### src/rtl/simd_alu_pipe.sv
// simd_alu_pipe: LANES-wide SIMD ALU behind a valid/ready handshake.
// Single-cycle ops are registered on acceptance. Bundles holding any div/rem
// lane run a restoring divider for LANE_W cycles before results are offered.
module simd_alu_pipe #(
    parameter int LANES  = 4,
    parameter int LANE_W = 8
) (
    input  logic                        clk,
    input  logic                        reset,
    input  logic                        in_valid,
    output logic                        in_ready,
    input  logic [LANES*LANE_W-1:0]     a,
    input  logic [LANES*LANE_W-1:0]     b,
    input  logic [LANES-1:0]            cin,
    input  logic [4*LANES-1:0]          opcode,
    output logic                        out_valid,
    input  logic                        out_ready,
    output logic [2*LANE_W*LANES-1:0]   out,
    output logic [LANES-1:0]            carry,
    output logic [LANES-1:0]            dz
);

    localparam int CNT_W = $clog2(LANE_W);
    localparam logic [CNT_W-1:0] LAST = CNT_W'(LANE_W - 1);

    typedef enum logic [1:0] {IDLE, EXEC, DONE} state_t;

    state_t            state;
    logic [CNT_W-1:0]  count;
    logic [LANE_W-1:0] div_q  [LANES];
    logic [LANE_W-1:0] div_r  [LANES];
    logic [LANE_W-1:0] div_d  [LANES];
    logic [LANE_W-1:0] q_next [LANES];
    logic [LANE_W-1:0] r_next [LANES];
    logic [LANES-1:0]  div_lane;
    logic [LANES-1:0]  rem_lane;
    logic              any_div;

    function automatic logic is_div_op(input logic [3:0] op);
        return (op == 4'h3) || (op == 4'hB);
    endfunction

    // Single-cycle lane result; returns {carry, zero-extended result}.
    // Div/rem and unused opcodes yield zero here.
    function automatic logic [2*LANE_W:0] lane_alu(input logic [3:0]        op,
                                                   input logic [LANE_W-1:0] x,
                                                   input logic [LANE_W-1:0] y,
                                                   input logic              ci);
        logic [LANE_W:0]     sum;
        logic [LANE_W:0]     diff;
        logic [2*LANE_W-1:0] res;
        logic                c;
        sum  = {1'b0, x} + {1'b0, y} + {{LANE_W{1'b0}}, ci};
        diff = {1'b0, x} - {1'b0, y} - {{LANE_W{1'b0}}, ci};
        res  = '0;
        c    = 1'b0;
        case (op)
            4'h0: begin res = {{LANE_W{1'b0}}, sum[LANE_W-1:0]};  c = sum[LANE_W];  end
            4'h1: begin res = {{LANE_W{1'b0}}, diff[LANE_W-1:0]}; c = diff[LANE_W]; end
            4'h2: res = {{LANE_W{1'b0}}, x} * {{LANE_W{1'b0}}, y};
            4'h4: res = {{LANE_W{1'b0}}, x & y};
            4'h5: res = {{LANE_W{1'b0}}, x | y};
            4'h6: res = {{LANE_W{1'b0}}, x ^ y};
            4'h7: res = {{LANE_W{1'b0}}, ~x};
            4'h8: begin res = {{LANE_W{1'b0}}, 1'b0, x[LANE_W-1:1]}; c = x[0]; end
            4'h9: begin res = {{LANE_W{1'b0}}, x[LANE_W-2:0], 1'b0}; c = x[LANE_W-1]; end
            4'hA: begin
                if (sum[LANE_W]) begin
                    res = {{LANE_W{1'b0}}, {LANE_W{1'b1}}};
                    c   = 1'b1;
                end else begin
                    res = {{LANE_W{1'b0}}, sum[LANE_W-1:0]};
                end
            end
            default: ;
        endcase
        return {c, res};
    endfunction

    // One restoring-divide step; returns {remainder, quotient/dividend}.
    // A zero divisor never restores, so it naturally ends with an all-ones
    // quotient and the dividend as remainder.
    function automatic logic [2*LANE_W-1:0] div_step(input logic [LANE_W-1:0] r,
                                                     input logic [LANE_W-1:0] q,
                                                     input logic [LANE_W-1:0] d);
        logic [LANE_W:0] shifted;
        logic [LANE_W:0] trial;
        shifted = {r, q[LANE_W-1]};
        trial   = shifted - {1'b0, d};
        if (!trial[LANE_W]) begin
            return {trial[LANE_W-1:0], q[LANE_W-2:0], 1'b1};
        end
        return {shifted[LANE_W-1:0], q[LANE_W-2:0], 1'b0};
    endfunction

    // Next divider state for every lane.
    always_comb begin
        for (int i = 0; i < LANES; i++) begin
            {r_next[i], q_next[i]} = div_step(div_r[i], div_q[i], div_d[i]);
        end
    end

    // Flags whether the offered bundle needs the iterative divider.
    always_comb begin
        any_div = 1'b0;
        for (int i = 0; i < LANES; i++) begin
            if (is_div_op(opcode[4*i +: 4])) any_div = 1'b1;
        end
    end

    // Control FSM with registered handshake outputs, result and divider state.
    always_ff @(posedge clk or negedge reset) begin
        if (!reset) begin
            state     <= IDLE;
            in_ready  <= 1'b1;
            out_valid <= 1'b0;
            out       <= '0;
            carry     <= '0;
            dz        <= '0;
            count     <= '0;
            div_lane  <= '0;
            rem_lane  <= '0;
            for (int i = 0; i < LANES; i++) begin
                div_q[i] <= '0;
                div_r[i] <= '0;
                div_d[i] <= '0;
            end
        end else begin
            case (state)
                IDLE: begin
                    if (in_valid) begin
                        for (int i = 0; i < LANES; i++) begin
                            {carry[i], out[2*LANE_W*i +: 2*LANE_W]} <=
                                lane_alu(opcode[4*i +: 4], a[LANE_W*i +: LANE_W],
                                         b[LANE_W*i +: LANE_W], cin[i]);
                            div_lane[i] <= is_div_op(opcode[4*i +: 4]);
                            rem_lane[i] <= (opcode[4*i +: 4] == 4'hB);
                            dz[i]       <= is_div_op(opcode[4*i +: 4]) &&
                                           (b[LANE_W*i +: LANE_W] == '0);
                            div_q[i]    <= a[LANE_W*i +: LANE_W];
                            div_r[i]    <= '0;
                            div_d[i]    <= b[LANE_W*i +: LANE_W];
                        end
                        count    <= '0;
                        in_ready <= 1'b0;
                        if (any_div) begin
                            state <= EXEC;
                        end else begin
                            state     <= DONE;
                            out_valid <= 1'b1;
                        end
                    end
                end
                EXEC: begin
                    for (int i = 0; i < LANES; i++) begin
                        div_q[i] <= q_next[i];
                        div_r[i] <= r_next[i];
                        if (div_lane[i] && (count == LAST)) begin
                            out[2*LANE_W*i +: 2*LANE_W] <=
                                {{LANE_W{1'b0}}, rem_lane[i] ? r_next[i] : q_next[i]};
                        end
                    end
                    count <= count + 1'b1;
                    if (count == LAST) begin
                        state     <= DONE;
                        out_valid <= 1'b1;
                    end
                end
                DONE: begin
                    if (out_ready) begin
                        state     <= IDLE;
                        out_valid <= 1'b0;
                        in_ready  <= 1'b1;
                    end
                end
                default: state <= IDLE;
            endcase
        end
    end

endmodule

### config.mk
export PLATFORM = sky130hd
export DESIGN_NAME = simd_alu_pipe
export DESIGN_NICKNAME = d
export VERILOG_FILES = /design/src/rtl/simd_alu_pipe.sv
export SDC_FILE = /design/constraint.sdc
export NUM_CORES = 1
export LEC_CHECK = 0
export CAP_MARGIN = 20
export CORE_ASPECT_RATIO = 0.6
export CORE_UTILIZATION = 31
export CTS_CLUSTER_DIAMETER = 100
export DETAILED_ROUTE_END_ITERATION = 16
export PLACE_DENSITY = 0.58
export SLEW_MARGIN = 25
export SYNTH_ARGS = -nofsm -noshare
export SYNTH_HDL_FRONTEND = slang
export SYNTH_SLANG_ARGS = --single-unit
### constraint.sdc
create_clock -name clk -period 3.16 [get_ports clk]
set_input_delay 0.632 -clock clk [delete_from_list [all_inputs] [get_ports clk]]
set_output_delay 0.632 -clock clk [all_outputs]
set_load 0.1 [all_outputs]
==> flow_summary_export.csv <==
group,metric,value,unit
worst_setup_path,crit_arrival,4.74,ns
worst_setup_path,critPathSlowestCell,"fa_1",
clock_network,path_clk_slew,0.08,ns
yosys,syn_area,23500,sq um
placement,dpl_worst_slack,-2.43,ns
clock_network,cts.htree.levels,4,
die,core,74400,sq um
timing,fin_skew,0.0149,ns
job,maxCapViolations,0,
timing,finalHoldViolCount,0,
worst_setup_path,path_cells,"buf_8 > clkinvlp_4 > buf_6 > nor2_4 > fa_1 > fa_1 > fa_1 > inv_1 > fa_1 > inv_2 > ha_4 > or2_4 > a21oi_2 > o21bai_4 > buf_6 > a2bb2oi_4 > a21oi_2 > or3_1 > a32o_1",
timing,finalCritPeriodShare,1.38,
worst_setup_path,critPathLaunch,"b[18]",
timing,setup_viol,49,
die,die-width,358,microns
worst_setup_path,r2r-start,"div_q[7]",
timing,holdWs,0.106,ns
finish,final_common_cell,"buf_4",
drt,drt_wl_total,90.0,mm
die,row_count,77,
grt,grt_pass1_wl,139,mm
drt,drcViolationCount,0,
clock_network,cts_tree,"built",
timing,drv_slew,0,
clock_network,clk_latency,0.48,ns
power_and_ir_drop,p_int,12500,uW
drt,first_pass_iters,5,
worst_setup_path,cp_data_required_time,3.53,ns
power_and_ir_drop,p_leak,0.0160,uW
drt,wl_per_cell,19.6,microns
timing,period_needed,4.37,ns
yosys,synth_edf_count,0,
die,die-area,77100,sq um
yosys,ys_ff_latch,183,
die,num_io_pins,162,
die,die-height,215,microns
clock_network,cts_buffers,17,
placement,routabilityCongestion,0.968,
grt,antenna_found_initial,1,
finish,drive_gt1_frac,0.349,
worst_setup_path,rrSetupSlack,-0.03,ns
power_and_ir_drop,p_comb_frac,0.746,
finish,syn2layout_area_growth,45.2,%
grt,grt_pass1_vias,22800,
power_and_ir_drop,power_switching_share,0.503,
finish,nets,4141,
yosys,yosysSeqAreaShare,0.195,
outcome,status,"finished, violations left",
clock_network,clockBufferDepth,2,
drt,drt-initial-drc-count,2178,
grt,grt-ovfl-total,0,
placement,hpwl,72.3,mm
timing,tightest_slew,0.865,ns
grt,grt_max_degree,66,
placement,port_buffers,161,
yosys,synth_area_leaders,"dfrtp_1 (19%), ha_1 (16%), fa_1 (14%)",
worst_setup_path,cp_slowest_stage_delay,0.49,ns
drt,vias,23700,
yosys,syn_inst,2864,
drt,vias_per_cell,5.17,
power_and_ir_drop,p_seq_frac,0.159,
yosys,yosysUniqueCellTypes,91,
worst_setup_path,cp_max_fo,3,
worst_hold_path,worstHoldPathType,"in -> async",
power_and_ir_drop,p_switching,12700,uW
drt,drt.antenna.violating_nets,0,
power_and_ir_drop,clockPowerShare,0.095,
power_and_ir_drop,ir_worst_vdd,0.000453,V
timing,setup_slack,-1.21,ns
yosys,synth_nets,3414,
yosys,synth_top_area_frac,0.194,
yosys,synthFlopType,"dfrtp_1",
yosys,async_flop_share,1.00,
grt,gr-usage-all-layers,0.234,
worst_setup_path,cpMostUsedCell,"fa_1",
die,start_util,0.316,
worst_setup_path,cp-start-kind,"input pin",
clock_network,cts_root_buffer,"clkbuf_16",
yosys,yosysWarnings,0,
power_and_ir_drop,pwr_density_cell,736,nW/um^2
timing,grt_setup_unrepaired,"true",
timing,max_freq,229,MHz
outcome,violations,"setup timing",
timing,slew_headroom,0.418,
clock_network,clock_sinks,183,
worst_setup_path,cp-end-kind,"flip-flop",
worst_setup_path,critical_path_class,"in -> reg",
yosys,synth_area_per_cell,8.22,sq um
clock_network,cts-hold-fix-buffers,0,
yosys,yosys.area.top_type,"dfrtp_1",
finish,layout_common_cells,"buf_4 (635), inv_1 (272), nor2_1 (266), nand2_1 (258), ha_1 (248)",
worst paths after layout:
check                                  to  cells past startpoint
worst max-delay path              out[47]                     19
worst min register to register   carry[3]                      2
max in group asynchronous         out[60]                      2
min in group clk                 carry[3]                      2
worst max register to register    out[54]                     13
worst min-delay path            div_r[18]                      1
layer usage:
metal / vias up / GRT usage / share of wire
met5: - / 0 / 0
met4: 0 / 0.0332 / 0.0094
met3: 60 / 0.0387 / 0.078
met2: 863 / 0.302 / 0.38
met1: 11500 / 0.396 / 0.53
li1: 11300 / - / -
cell usage after synthesis, drive strengths merged (15+ instances only):
cell type / instances
clkbuf: 72
o21ai: 214
xor2: 47
clkinv: 33
a31oi: 49
nand2: 272
dfrtp: 182
o22ai: 18
nor2: 365
a22o: 30
o21a: 27
xnor2: 58
fa: 164
nor2b: 24
nand3: 35
nand2b: 31
nor3: 43
inv: 334
o211ai: 21
buf: 32
a211oi: 31
a21oi: 144
a21o: 38
mux2i: 42
a22oi: 16
ha: 298
a32oi: 15
final cells by class:
| cell class | count | area, sq um |
|---|---|---|
| antenna | 1 | 2.50 |
| clock buffer | 21 | 450 |
| clock inverter | 11 | 160 |
| fill | 7289 | 40200 |
| inverter | 367 | 1560 |
| multi-input combinational | 2210 | 19400 |
| sequential | 183 | 4580 |
| tap | 987 | 1230 |
| timing repair buffer | 812 | 6820 |
cell families (layout without fill, tap and decap cells):
logic type,after synthesis,after routing,share of synthesized area
buffers and inverters,471,1211,0.0770
other,0,1,0
adders and majority gates,462,462,0.298
xor gates and xnor gates,105,105,0.0405
DFF,183,183,0.195
and+or+nand+nor,845,845,0.155
AOI/OAI and AO/OA,741,741,0.208
muxes,57,57,0.0265
worst max-delay path, delay by kind of cell:
family,cells,cell delay [ns]
adders and majority gates,5,2.07
AOI/OAI and AO/OA,5,0.70
and+or+nand+nor,3,0.69
buffers and inverters,6,0.62
registers in the layout, indices dropped and copies added (netlist names):
| signal | flops |
|---|---|
| state | 2 |
| in_ready | 1 |
| rem_lane | 4 |
| count | 3 |
| out_valid | 1 |
| dz | 4 |
| div_lane | 4 |
| carry | 4 |
| div_d | 32 |
| div_q | 32 |
| out | 64 |
| div_r | 32 |
stage by stage:
stage	TNS, ns	utilization	instances	cell area (sq um)	total power (uW)
global route	-41.30	0.459	4592	34200	26900
CTS	-34.49	0.448	4569	33300	24100
finish	-36.94	0.459	4592	34200	25200
floorplan	-35.42	-	2864	24200	14700
global placement	-104.04	0.415	4484	30900	20100
detailed placement	-104.96	0.415	4484	30900	20200
power by group through the flow:
| stage | logic, uW | clock network (uW) | registers (uW) |
|---|---|---|---|
| floorplan | 8900 | 0 | 5790 |
| global placement | 16100 | 0 | 4020 |
| detailed placement | 16200 | 0 | 4020 |
| CTS | 17600 | 2470 | 3990 |
| global route | 20200 | 2550 | 4120 |
| finish | 18800 | 2390 | 4000 |
timing repair:
action | CTS | global route
setup buffers | 63 | 30
setup endpoints to repair | 66 | 65
pin swaps | 232 | 176
gates resized for setup | 625 | 173
Power figures use the tool's default switching activity.
